--- src/rtl/npu_vec_pkg.sv ---
// Shared types and constants for the vector unit: geometry of a vector
// register, element type and the store-streamer state encoding.
package npu_vec_pkg;

  localparam int WIDTH       = 16;
  localparam int NUM_ELEMS   = 16;
  localparam int VEC_W       = WIDTH * NUM_ELEMS;
  localparam int NUM_VREGS   = 4;
  localparam int VREG_ADDR_W = 2;

  typedef logic [VEC_W-1:0] vec_t;
  typedef logic [WIDTH-1:0] elem_t;

  typedef enum logic [1:0] {
    IDLE   = 2'd0,
    FETCH  = 2'd1,
    STREAM = 2'd2,
    DONE   = 2'd3
  } vss_state_t;

  // Requested element counts above a full vector are treated as a full vector.
  function automatic logic [4:0] clamp_len(input logic [4:0] len);
    logic [4:0] max_len;
    max_len = 5'(NUM_ELEMS);
    if (len > max_len) begin
      return max_len;
    end else begin
      return len;
    end
  endfunction

endpackage

--- src/rtl/vector_store_streamer.sv ---
// Unloads one vector register: snapshots it through the register-file read
// port in a single FETCH cycle, then streams the first len elements over a
// valid/ready channel with an incrementing element address. All outputs are
// driven from registers; the next-state process computes their next values.
module vector_store_streamer #(
  parameter int WIDTH     = 16,
  parameter int NUM_ELEMS = 16,
  parameter int ADDR_W    = 16
) (
  input  logic                       clk,
  input  logic                       rst_n,
  input  logic                       start,
  input  logic [1:0]                 start_reg,
  input  logic [4:0]                 start_len,
  input  logic [ADDR_W-1:0]          start_base_addr,
  output logic                       busy,
  output logic                       done,
  output logic [1:0]                 rf_read_addr,
  input  logic [WIDTH*NUM_ELEMS-1:0] rf_read_data,
  output logic                       out_valid,
  input  logic                       out_ready,
  output logic [WIDTH-1:0]           out_data,
  output logic [ADDR_W-1:0]          out_addr,
  output logic                       out_last
);

  import npu_vec_pkg::*;

  localparam int SH_W  = WIDTH * NUM_ELEMS;
  localparam int IDX_W = $clog2(NUM_ELEMS);

  vss_state_t          state_r,     state_s;
  logic [4:0]          len_r,       len_s;
  logic [ADDR_W-1:0]   base_r,      base_s;
  logic [4:0]          idx_r,       idx_s;
  logic [SH_W-1:0]     shadow_r,    shadow_s;
  logic                busy_r,      busy_s;
  logic                done_r,      done_s;
  logic [1:0]          rf_addr_r,   rf_addr_s;
  logic                out_valid_r, out_valid_s;
  logic [WIDTH-1:0]    out_data_r,  out_data_s;
  logic [ADDR_W-1:0]   out_addr_r,  out_addr_s;
  logic                out_last_r,  out_last_s;
  logic [4:0]          idx_nxt_s;
  logic [4:0]          len_clamp_s;

  // Next-state and next-output computation for the unload sequencer.
  always_comb begin
    state_s     = state_r;
    len_s       = len_r;
    base_s      = base_r;
    idx_s       = idx_r;
    shadow_s    = shadow_r;
    busy_s      = busy_r;
    done_s      = 1'b0;
    rf_addr_s   = rf_addr_r;
    out_valid_s = out_valid_r;
    out_data_s  = out_data_r;
    out_addr_s  = out_addr_r;
    out_last_s  = out_last_r;
    idx_nxt_s   = idx_r + 5'd1;
    len_clamp_s = clamp_len(start_len);

    case (state_r)
      IDLE: begin
        if (start) begin
          len_s  = len_clamp_s;
          base_s = start_base_addr;
          idx_s  = 5'd0;
          if (len_clamp_s == 5'd0) begin
            // Nothing to unload: skip the register-file read entirely.
            state_s = DONE;
            done_s  = 1'b1;
          end else begin
            state_s   = FETCH;
            busy_s    = 1'b1;
            rf_addr_s = start_reg;
          end
        end else begin
          state_s = IDLE;
        end
      end

      FETCH: begin
        // Snapshot taken here; later register-file writes are not seen.
        shadow_s    = rf_read_data;
        state_s     = STREAM;
        rf_addr_s   = 2'd0;
        out_valid_s = 1'b1;
        out_data_s  = rf_read_data[WIDTH-1:0];
        out_addr_s  = base_r;
        out_last_s  = (len_r == 5'd1);
      end

      STREAM: begin
        if (out_valid_r && out_ready) begin
          if (out_last_r) begin
            state_s     = DONE;
            busy_s      = 1'b0;
            done_s      = 1'b1;
            out_valid_s = 1'b0;
            out_last_s  = 1'b0;
            out_data_s  = '0;
            out_addr_s  = '0;
          end else begin
            idx_s      = idx_nxt_s;
            out_data_s = shadow_r[idx_nxt_s[IDX_W-1:0]*WIDTH +: WIDTH];
            out_addr_s = base_r + ADDR_W'(idx_nxt_s);
            out_last_s = (idx_nxt_s == (len_r - 5'd1));
          end
        end else begin
          // Stalled: every output holds its current value.
          state_s = STREAM;
        end
      end

      DONE: begin
        state_s = IDLE;
      end

      default: begin
        state_s     = IDLE;
        busy_s      = 1'b0;
        rf_addr_s   = 2'd0;
        out_valid_s = 1'b0;
        out_last_s  = 1'b0;
        out_data_s  = '0;
        out_addr_s  = '0;
      end
    endcase
  end

  // State, shadow copy and registered outputs; reset abandons any stream.
  always_ff @(posedge clk or negedge rst_n) begin
    if (!rst_n) begin
      state_r     <= IDLE;
      len_r       <= 5'd0;
      base_r      <= '0;
      idx_r       <= 5'd0;
      shadow_r    <= '0;
      busy_r      <= 1'b0;
      done_r      <= 1'b0;
      rf_addr_r   <= 2'd0;
      out_valid_r <= 1'b0;
      out_data_r  <= '0;
      out_addr_r  <= '0;
      out_last_r  <= 1'b0;
    end else begin
      state_r     <= state_s;
      len_r       <= len_s;
      base_r      <= base_s;
      idx_r       <= idx_s;
      shadow_r    <= shadow_s;
      busy_r      <= busy_s;
      done_r      <= done_s;
      rf_addr_r   <= rf_addr_s;
      out_valid_r <= out_valid_s;
      out_data_r  <= out_data_s;
      out_addr_r  <= out_addr_s;
      out_last_r  <= out_last_s;
    end
  end

  assign busy         = busy_r;
  assign done         = done_r;
  assign rf_read_addr = rf_addr_r;
  assign out_valid    = out_valid_r;
  assign out_data     = out_data_r;
  assign out_addr     = out_addr_r;
  assign out_last     = out_last_r;

endmodule

--- config.mk ---
export PLATFORM = sky130hd
export DESIGN_NAME = vector_store_streamer
export DESIGN_NICKNAME = d
export VERILOG_FILES = /design/src/rtl/npu_vec_pkg.sv /design/src/rtl/vector_store_streamer.sv
export SDC_FILE = /design/constraint.sdc
export NUM_CORES = 1
export LEC_CHECK = 0
export CORE_ASPECT_RATIO = 0.5
export CORE_MARGIN = 1
export CORE_UTILIZATION = 51
export CTS_CLUSTER_SIZE = 16
export DETAILED_ROUTE_END_ITERATION = 10
export PLACE_DENSITY_LB_ADDON = 0.25
export RECOVER_POWER = 25
export SLEW_MARGIN = 40
export SYNTH_ARGS = -nofsm -noshare
export SYNTH_HDL_FRONTEND = slang
export SYNTH_SLANG_ARGS = --single-unit
--- constraint.sdc ---
create_clock -name clk -period 3.6 [get_ports clk]
set_input_delay 0.36 -clock clk [delete_from_list [all_inputs] [get_ports clk]]
set_output_delay 0.36 -clock clk [all_outputs]
set_load 0.03 [all_outputs]
---- Yosys cells after proc, flatten, opt, wreduce, memory -nomap -nowiden ----
Cells that the tools add are included.
cells by class
  add/sub/neg operators ................... 3
  magnitude comparators ................... 1
  equal/unequal tests ..................... 11
  shifts and indexed selects .............. 1
  mux-type cells .......................... 33
  reductions and logical operators ........ 12
operators with widths
  cell                   count
  $shiftx A256 B9 Y16    1
  $mux W16               4
  $pmux W16 S2           2
  $mux W5                4
  $add A16 B5 Y16        1
  $mux W2                6
  $mux W1                10
  $ne A2 B2 Y1 const B   5
  $pmux W5 S2            1
  $pmux W1 S2            4
  $pmux W2 S4            1
  $reduce_and A3 Y1      2
  $reduce_bool A2 Y1     3
  $add A5 B1 Y5 const B  1
  $eq A5 B1 Y1 const B   1
  $eq A5 B5 Y1           1
  $gt A5 B5 Y1 const B   1
  $logic_not A5 Y1       1
  $reduce_and A5 Y1      1
  $sub A5 B1 Y5 const B  1
  $eq A2 B2 Y1 const B   2
  $pmux W2 S2            1
  $reduce_and A2 Y1      2
  $reduce_and A4 Y1      1
  other kinds (4)        4
storage, ports and cells
  register bits after elaboration ......... 322
  input bits .............................. 283
  output and inout port bits .............. 38
  word-level logic and storage cells ...... 73

---- Logic depth before layout (Yosys ltp) ----
Gate-level depths: netlist of the first run.
  depth in word-level cells ............... 6
  depth in mapped cells ................... 11
  gate-level depth less buffers ........... 8

---- Worst setup path after synthesis of the first run ----
OpenSTA, ideal clock, no wires.
  path kind ............................... register -> register
  from .................................... register idx_r[0]
  to ...................................... register out_addr_r[13] (netlist: out_addr[13])
  setup time .............................. 0.124 ns
  data arrival time ....................... 2.448 ns
  required time ........................... 3.476 ns
  path slack .............................. 1.028 ns
  cell stages (with the launch flop) ...... 11
  buffers on the path ..................... 2
  clock period less this slack ............ 2.572 ns
  path through ............................ dfrtp_1 ha_1 xor2_2 buf_2 ha_1 nand2_1 o21ai_0 a21oi_1 clkbuf_1 nor4_1 a211o_1
between the ends
  cells in the longest elaborated chain, start to end .. 5
RTL lines
  item                    RTL line                      source
  from (decl)             vector_store_streamer.sv:35   logic [4:0] idx_r, idx_s;
  from (signal assigned)  vector_store_streamer.sv:152  idx_r <= idx_s;
  $add A5 B1 Y5           vector_store_streamer.sv:61   idx_nxt_s = idx_r + 5'd1;
  $add A16 B5 Y16         vector_store_streamer.sv:108  out_addr_s = base_r + ADDR_W'(idx_nxt_s);
  $mux W16                vector_store_streamer.sv:97   if (out_last_r) begin
  $mux W16                vector_store_streamer.sv:96   if (out_valid_r && out_ready) begin
  $pmux W16 S2            vector_store_streamer.sv:64   case (state_r)
  to (signal assigned)    vector_store_streamer.sv:159  out_addr_r <= out_addr_s;
  to (decl)               vector_store_streamer.sv:42   logic [ADDR_W-1:0] out_addr_r, out_addr_s;
No other way between the ends. The select of a mux whose other input is x is not followed.
A chain may end at the register's enable or synchronous reset.

---- Worst setup path after layout of the first run ----
  from .................................... register idx_r[0]
  to ...................................... register out_addr_r[10] (netlist: out_addr[10])
Same word-level chain as after synthesis.

==> out/qor.csv, run 1 <==
stage;metric;value;unit
sta;period_share;78.6;%
global_routing;grt_overflow;0;
floorplan;dieWidth;243;um
final_layout;nFillCells;1940;
sta;fin_ws;772;ps
placement;dp_worst_setup_slack;770;ps
global_routing;grt_max_degree;132;
drt;vias;9796;
synthesis;yosysMostFrequentCell;dfrtp_1;
synthesis;seq_area_frac_synth;54.4;%
run_status;violations;capacitance limit, slew limit;
synthesis;synthArstFlopShare;100;%
sta;max_slew_margin;-34.6;%
global_routing;grt_pass1_wl;59700;um
setup_path;slowest_stage;dfrtp_4;
sta;finalHoldViolCount;0;
synthesis;synth_ff_type;dfrtp_1;
setup_path;crit_path_start_kind;flip-flop;
synthesis;syn_nets;1310;
setup_path;criticalPathCategory;reg2reg;
clocking;cts_buffers;29;
sta;fmax;354;MHz
synthesis;synth_top_area_share;54.4;%
sta;worstMarginPinSlew;2020;ps
clocking;htreeDepth;1;
min_path;hold_class;in2async;
clocking;cts_max_path_buffers;3;
power_and_ir_drop;p_leak;7.70;nW
sta;finalClockSkew;26.0;ps
drt;top_layer_used;met4;
placement;dp_hpwl;28000;um
setup_path;cp_max_fo;26;
synthesis;ys_seq_elements;322;
clocking;cts_setup_buffers;0;
floorplan;io-pin-count;321;
setup_path;path_cells;buf_4 -> inv_1 -> ha_1 -> fa_1 -> nand3_1 -> a21boi_0 -> o21ai_0 -> xor2_1 -> o21ai_0;
flow_run;cap_violations;1;
synthesis;synth_edf_count;0;
placement;place.gp.congestion;0.862;
synthesis;synthCells;1014;
power_and_ir_drop;pwr_density_cell;857;nW/um2
drt;met3_length;1860;um
synthesis;yosys_warnings;0;
clocking;numClockSinks;322;
final_layout;layout.nets;1616;
synthesis;syn-cell-area;14800;um2
setup_path;arrival;3250;ps
global_routing;grt_pass1_vias;10298;
power_and_ir_drop;ir_drop;0.718;mV
synthesis;yosysTopAreaCell;dfrtp_1;
drt;wl_per_cell;22.4;um
placement;portBuffers;320;
clocking;tritoncts;yes;
global_routing;grtUsageTotal;26.6;%
sta;setup_viol;0;
drt;drc;0;
clocking;root_buffer;clkbuf_16;
setup_path;crit_path_end_kind;flip-flop;
drt;ant_nets;0;
final_layout;syn2layout_area_growth;30.7;%
floorplan;row_count;43;
setup_path;crit_top_cell;o21ai_0;
setup_path;required;4030;ps
drt;routed_wl;38700;um
floorplan;core;28100;um2
clocking;worst_skew_pair.late_latency;570;ps
sta;rsz0062_at_grt;no;
drt;initialDrtViolationCount;687;
run_status;status;finished with violations;
drt;avgViaCountPerCell;5.68;
setup_path;cpPeakStageDelay;480;ps
drt;route.met2.wl;19100;um
clocking;clk_pin_slew;70;ps
synthesis;ys_types;49;
drt;drt-pass1-iter-count;5;
sta;fin_crit;2830;ps
synthesis;synth_area_leaders;dfrtp_1 54%, mux2_2 22%, mux4_2 9.7%;
synthesis;synth_area_per_cell;14.6;um2
drt;drt-met1-wl;16600;um
synthesis;synthTopCellsByCount;322 x dfrtp_1, 289 x mux2_2, 64 x mux4_2, 41 x nand2_1, 40 x a21oi_1;
floorplan;die_y;123;um
floorplan;start_util;52.6;%
sta;final_max_slew_viol_count;44;
global_routing;antenna_found_initial;5;
sta;setup_tns;0;ps
final_layout;final_layout_size_suffix_gt1_share;31.8;%
floorplan;die_area;29800;um2
-- routing by layer --
| layer | vias to the layer above | GRT usage [%] |
|---|---|---|
| li1 | 4354 | - |
| met3 | 72 | 4.50 |
| met2 | 281 | 44.1 |
| met5 | - | 0 |
| met1 | 5089 | 36.4 |
| met4 | 0 | 8.22 |
-- sequential cells by signal (all words and copies together), names as in the netlist, 2 cells and up --
register      count
out_addr         16
shadow_r        256
len_r             5
rf_read_addr      2
out_data         16
idx_r             5
base_r           16
state_r           2
-- final timing paths --
| path | slack [ps] | cells past startpoint | end | startpoint |
|---|---|---|---|---|
| max reg2reg | 770 | 9 | out_addr[10]$_DFFE_PN0P_ | idx_r[0]$_DFFE_PN0P_ |
| min in group clk | 400 | 2 | shadow_r[69]$_DFFE_PN0P_ | rf_read_data[69] |
| max | 770 | 9 | out_addr[10]$_DFFE_PN0P_ | idx_r[0]$_DFFE_PN0P_ |
| max in group asynchronous | 880 | 3 | shadow_r[229]$_DFFE_PN0P_ | rst_n |
| min | 320 | 2 | shadow_r[248]$_DFFE_PN0P_ | rst_n |
| min reg2reg | 490 | 2 | out_addr[1]$_DFFE_PN0P_ | out_addr[1]$_DFFE_PN0P_ |
-- report_power, final --
group | total, W | switching [W] | internal [W] | leakage [nW]
clock network | 0.00313 | 0.00136 | 0.00177 | 0.463
registers | 0.00653 | 0.00107 | 0.00546 | 3.78
logic | 0.00693 | 0.00310 | 0.00383 | 3.46
-- placed cells by master (no fill, tap or decap), types with 7 or more instances in the layout --
cell and n:
a21oi_1 38, a2bb2oi_1 16, buf_4 10, clkbuf_1 8
clkbuf_16 29, clkdlybuf4s50_1 319, dfrtp_1 321, ha_1 10
inv_1 9, mux2_2 289, mux2i_1 16, mux4_2 64
nand2_1 40, nand2b_1 7, nand3_1 9, nor2_1 29
o21ai_0 24, xnor2_1 8, xor2_1 9
-- layout make-up --
| class | count | area (um2) | share of cell area (%) |
|---|---|---|---|
| flip-flops and latches | 322 | 8060 | 41.7 |
| well taps | 382 | 478 | 2.47 |
| multi-input cells | 618 | 6440 | 33.3 |
| repair buffers | 339 | 3390 | 17.5 |
| clock buffers | 39 | 803 | 4.15 |
| inverters | 10 | 37.5 | 0.194 |
| diodes | 4 | 10.0 | 0.0517 |
| clock inverters | 11 | 136 | 0.705 |
-- worst max-delay path: cells and delay by family, from the launching register on --
family          cells  cell delay [ps]
simple gates        1              120
buf+inv             2              600
fa+ha+maj           2              650
flops               1              480
xor+xnor            1              200
compound gates      3              640
-- cells by family after synthesis --
family	count (synthesis)	share of synthesized area (%)
muxes	369	32.8
DFF	322	54.4
AOI/OAI and AO/OA	107	4.56
adders and majority gates	13	1.15
xor gates and xnor gates	19	1.23
and+or+nand+nor	110	3.44
buffers and inverters	74	2.43
-- timing repair --
item                                    in CTS  in global routing
endpoints found under the setup margin       0                  0
gates resized for setup                      0                  0
hold buffers                                 1                  0
endpoints found under the hold margin       56                  0
-- metrics by stage --
step / instances / area [um2] / hold WS [ps] / utilization (%) / power (W)
6_report: 1725 / 19400 / 322 / 68.8 / 0.0166
5_1_grt: 1725 / 19400 / 364 / 68.8 / 0.0175
4_1_cts: 1721 / 19400 / 333 / 68.8 / 0.0167
3_5_place_dp: 1670 / 18400 / 320 / 65.5 / 0.0135
3_3_place_gp: 1669 / 18400 / 465 / 65.4 / 0.0132
2_1_floorplan: 1014 / 14800 / 64.4 / - / 0.0112
Power figures use the tool's default switching activity.
==> run 2, diff against run 1 <==
Clock period 3.6 ns to 2.74 ns, I/O delays scaled along.
==> out/qor.csv, run 2 (same netlist as run 1, synthesis figures left out) <==
stage;metric;value;unit;change
global_routing;antenna_found_initial;6;;was 5
final_layout;seqCellArea;8060;um2;unchanged
clocking;htreeDepth;1;;unchanged
floorplan;io-pin-count;321;;unchanged
run_status;status;finished with violations;;unchanged
floorplan;core;28100;um2;unchanged
run_status;violations;capacitance limit, slew limit;;unchanged
floorplan;row_count;43;;unchanged
clocking;root_buffer;clkbuf_16;;unchanged
sta;fmax;402;MHz;was 354 MHz
global_routing;grtUsageMet1;36.2;%;was 36.4%
clocking;cts_buffers;29;;unchanged
drt;vias;9804;;was 9796
placement;place.gp.congestion;0.839;;was 0.862
global_routing;grt_max_degree;140;;was 132
power_and_ir_drop;pwr_density_cell;1120;nW/um2;was 857 nW/um2
setup_path;startpoint;idx_r[0]$_DFFE_PN0P_;;unchanged
clocking;numClockSinks;322;;unchanged
setup_path;path_delay_family;multiplexers;;was adder cells
setup_path;slowest_stage;dfrtp_4;;unchanged
sta;finalHoldViolCount;0;;unchanged
final_layout;layout_common_cells;321 x dfrtp_1, 319 x clkdlybuf4s50_1, 289 x mux2_2;;unchanged
power_and_ir_drop;ir_drop;0.722;mV;was 0.718 mV
sta;period_share;90.7;%;was 78.6%
setup_path;crit_path_start_kind;flip-flop;;unchanged
global_routing;grt_pass1_wl;59900;um;was 59700 um
drt;drc;0;;unchanged
flow_run;cap_violations;1;;unchanged
drt;routed_wl;38400;um;was 38700 um
drt;ant_nets;0;;unchanged
clocking;worst_skew_pair.late_latency;550;ps;was 570 ps
sta;setup_viol;0;;unchanged
drt;initialDrtViolationCount;710;;was 687
min_path;hold_class;in2reg;;was in2async
sta;worstMarginPinSlew;2140;ps;was 2020 ps
setup_path;crit_buf_inv;1;;was 2
clocking;clk_pin_slew;70;ps;about the same
floorplan;die_area;29800;um2;unchanged
power_and_ir_drop;p_leak;7.77;nW;was 7.70 nW
final_layout;largest_reg_flops;256;;unchanged
global_routing;grt_pass1_vias;10362;;was 10.3k
sta;final_max_slew_viol_count;75;;was 44
global_routing;busiest_layer;met2;;unchanged
final_layout;syn2layout_area_growth;31.7;%;was 30.7%
final_layout;multiInputGateArea;6430;um2;was 6440 um2
clocking;tritoncts;yes;;unchanged
final_layout;largest_register;shadow_r;;unchanged
final_layout;final_common_cell;dfrtp_1;;unchanged
final_layout;layout.nets;1625;;was 1616
sta;rsz0062_at_grt;no;;unchanged
setup_path;required;3170;ps;was 4030 ps
setup_path;reg2reg_from;idx_r[0]$_DFFE_PN0P_;;unchanged
setup_path;arrival;2920;ps;was 3250 ps
sta;max_slew_margin;-42.8;%;was -34.6%
floorplan;die_y;123;um;unchanged
drt;wl_per_cell;22.1;um;was 22.4 um
global_routing;grtUsageTotal;26.6;%;about the same
floorplan;start_util;52.6;%;unchanged
drt;avgViaCountPerCell;5.63;;was 5.68
placement;dp_cells;1679;;was 1670
min_path;hp-start;rf_read_data[22];;
placement;dp_hpwl;28200;um;was 28000 um
global_routing;gr-usage-met2;44.4;%;was 44.1%
sta;finalClockSkew;8.18;ps;was 26.0 ps
final_layout;final_layout_size_suffix_gt1_share;32.4;%;was 31.8%
setup_path;crit_top_cell;a21oi_1;;was o21ai_0
global_routing;grt_util_met3;4.94;%;was 4.50%
final_layout;nFillCells;1951;;was 1940
floorplan;dieWidth;243;um;unchanged
setup_path;cp_max_fo;18;;was 26
drt;drt-pass1-iter-count;4;;was 5
global_routing;grt_overflow;0;;unchanged
final_layout;fin_cells;1740;;was 1725
setup_path;crit_path_end_kind;flip-flop;;unchanged
sta;setup_tns;0;ps;unchanged
setup_path;path_cells;ha_4 -> buf_4 -> mux4_2 -> mux2_2 -> a21oi_1 -> a21oi_1;;was buf_4 -> inv_1 -> ha_1 -> fa_1 -> nand3_1 -> a21boi_0 -> o21ai_0 -> xor2_1 -> o21ai_0
clocking;cts_max_path_buffers;3;;unchanged
sta;fin_crit;2490;ps;was 2830 ps
setup_path;criticalPathCategory;reg2reg;;unchanged
setup_path;cpPeakStageDelay;560;ps;was 480 ps
placement;portBuffers;320;;unchanged
[run 2: changes by cell type in the layout (fill, tap and decap cells not counted), sizes merged]
cell / change
diode: +4
clkinvlp: +1
clkbuf: +2
bufinv: -1
buf: +12
dlymetal6s4s: -1
clkinv: -2
[run 2: worst reg2reg max path, stage by stage, from the launching register on]
cell and delay (ps):
dfrtp_4 560, ha_4 440, buf_4 340, mux4_2 410, mux2_2 280, a21oi_1 230
a21oi_1 100
[run 2: final cells by class]
type                            count  area share (%)
Antenna cell                        8           0.103
Clock buffer                       43            4.40
Clock inverter                      9           0.513
Inverter                           10           0.193
Multi-Input combinational cell    618            33.0
Sequential cell                   322            41.3
Tap cell                          382            2.45
Timing Repair Buffer              348            18.0
[run 2: stage by stage]
stage / hold WS (ps) / setup WS, ps / area, um2 / utilization (%) / total power [W]
floorplan: -21.6 / 168 / 14800 / - / 0.0148
global placement: 302 / 286 / 18500 / 65.8 / 0.0174
detailed placement: 312 / 215 / 18500 / 65.8 / 0.0178
CTS: 307 / 203 / 19500 / 69.2 / 0.0220
global route: 305 / 116 / 19500 / 69.3 / 0.0231
finish: 330 / 255 / 19500 / 69.3 / 0.0219
[run 2: per-layer routing]
layer	part of all wire (%)	vias up	routed length (um)
met3	5.2	49	1990
met2	50	278	19100
met4	1.9	0	733
met1	43	5095	16600
met5	0	-	0
li1	-	4382	-
[run 2: report_power, final]
group / internal (W) / total [W] / switching [W]
clock: 0.00235 / 0.00411 / 0.00176
sequential: 0.00718 / 0.00863 / 0.00145
combinational: 0.00511 / 0.00914 / 0.00403
total: 0.0146 / 0.0219 / 0.00725
[run 2: final timing paths]
kind | end | slack (ps) | cells past startpoint
setup / recovery | out_data[4]$_DFFE_PN0P_ | 250 | 6
hold / removal | shadow_r[22]$_DFFE_PN0P_ | 330 | 2
setup reg to reg | out_data[4]$_DFFE_PN0P_ | 250 | 6
hold reg to reg | out_addr[13]$_DFFE_PN0P_ | 500 | 1
max in group asynchronous | shadow_r[119]$_DFFE_PN0P_ | 490 | 3
min in group asynchronous | shadow_r[218]$_DFFE_PN0P_ | 870 | 2
[run 2: timing repair]
action,in CTS,in global routing
setup endpoints to repair,0,3
hold endpoints to repair,72,0
gates resized for setup,0,1
buffers inserted,0,0
hold buffers,1,0
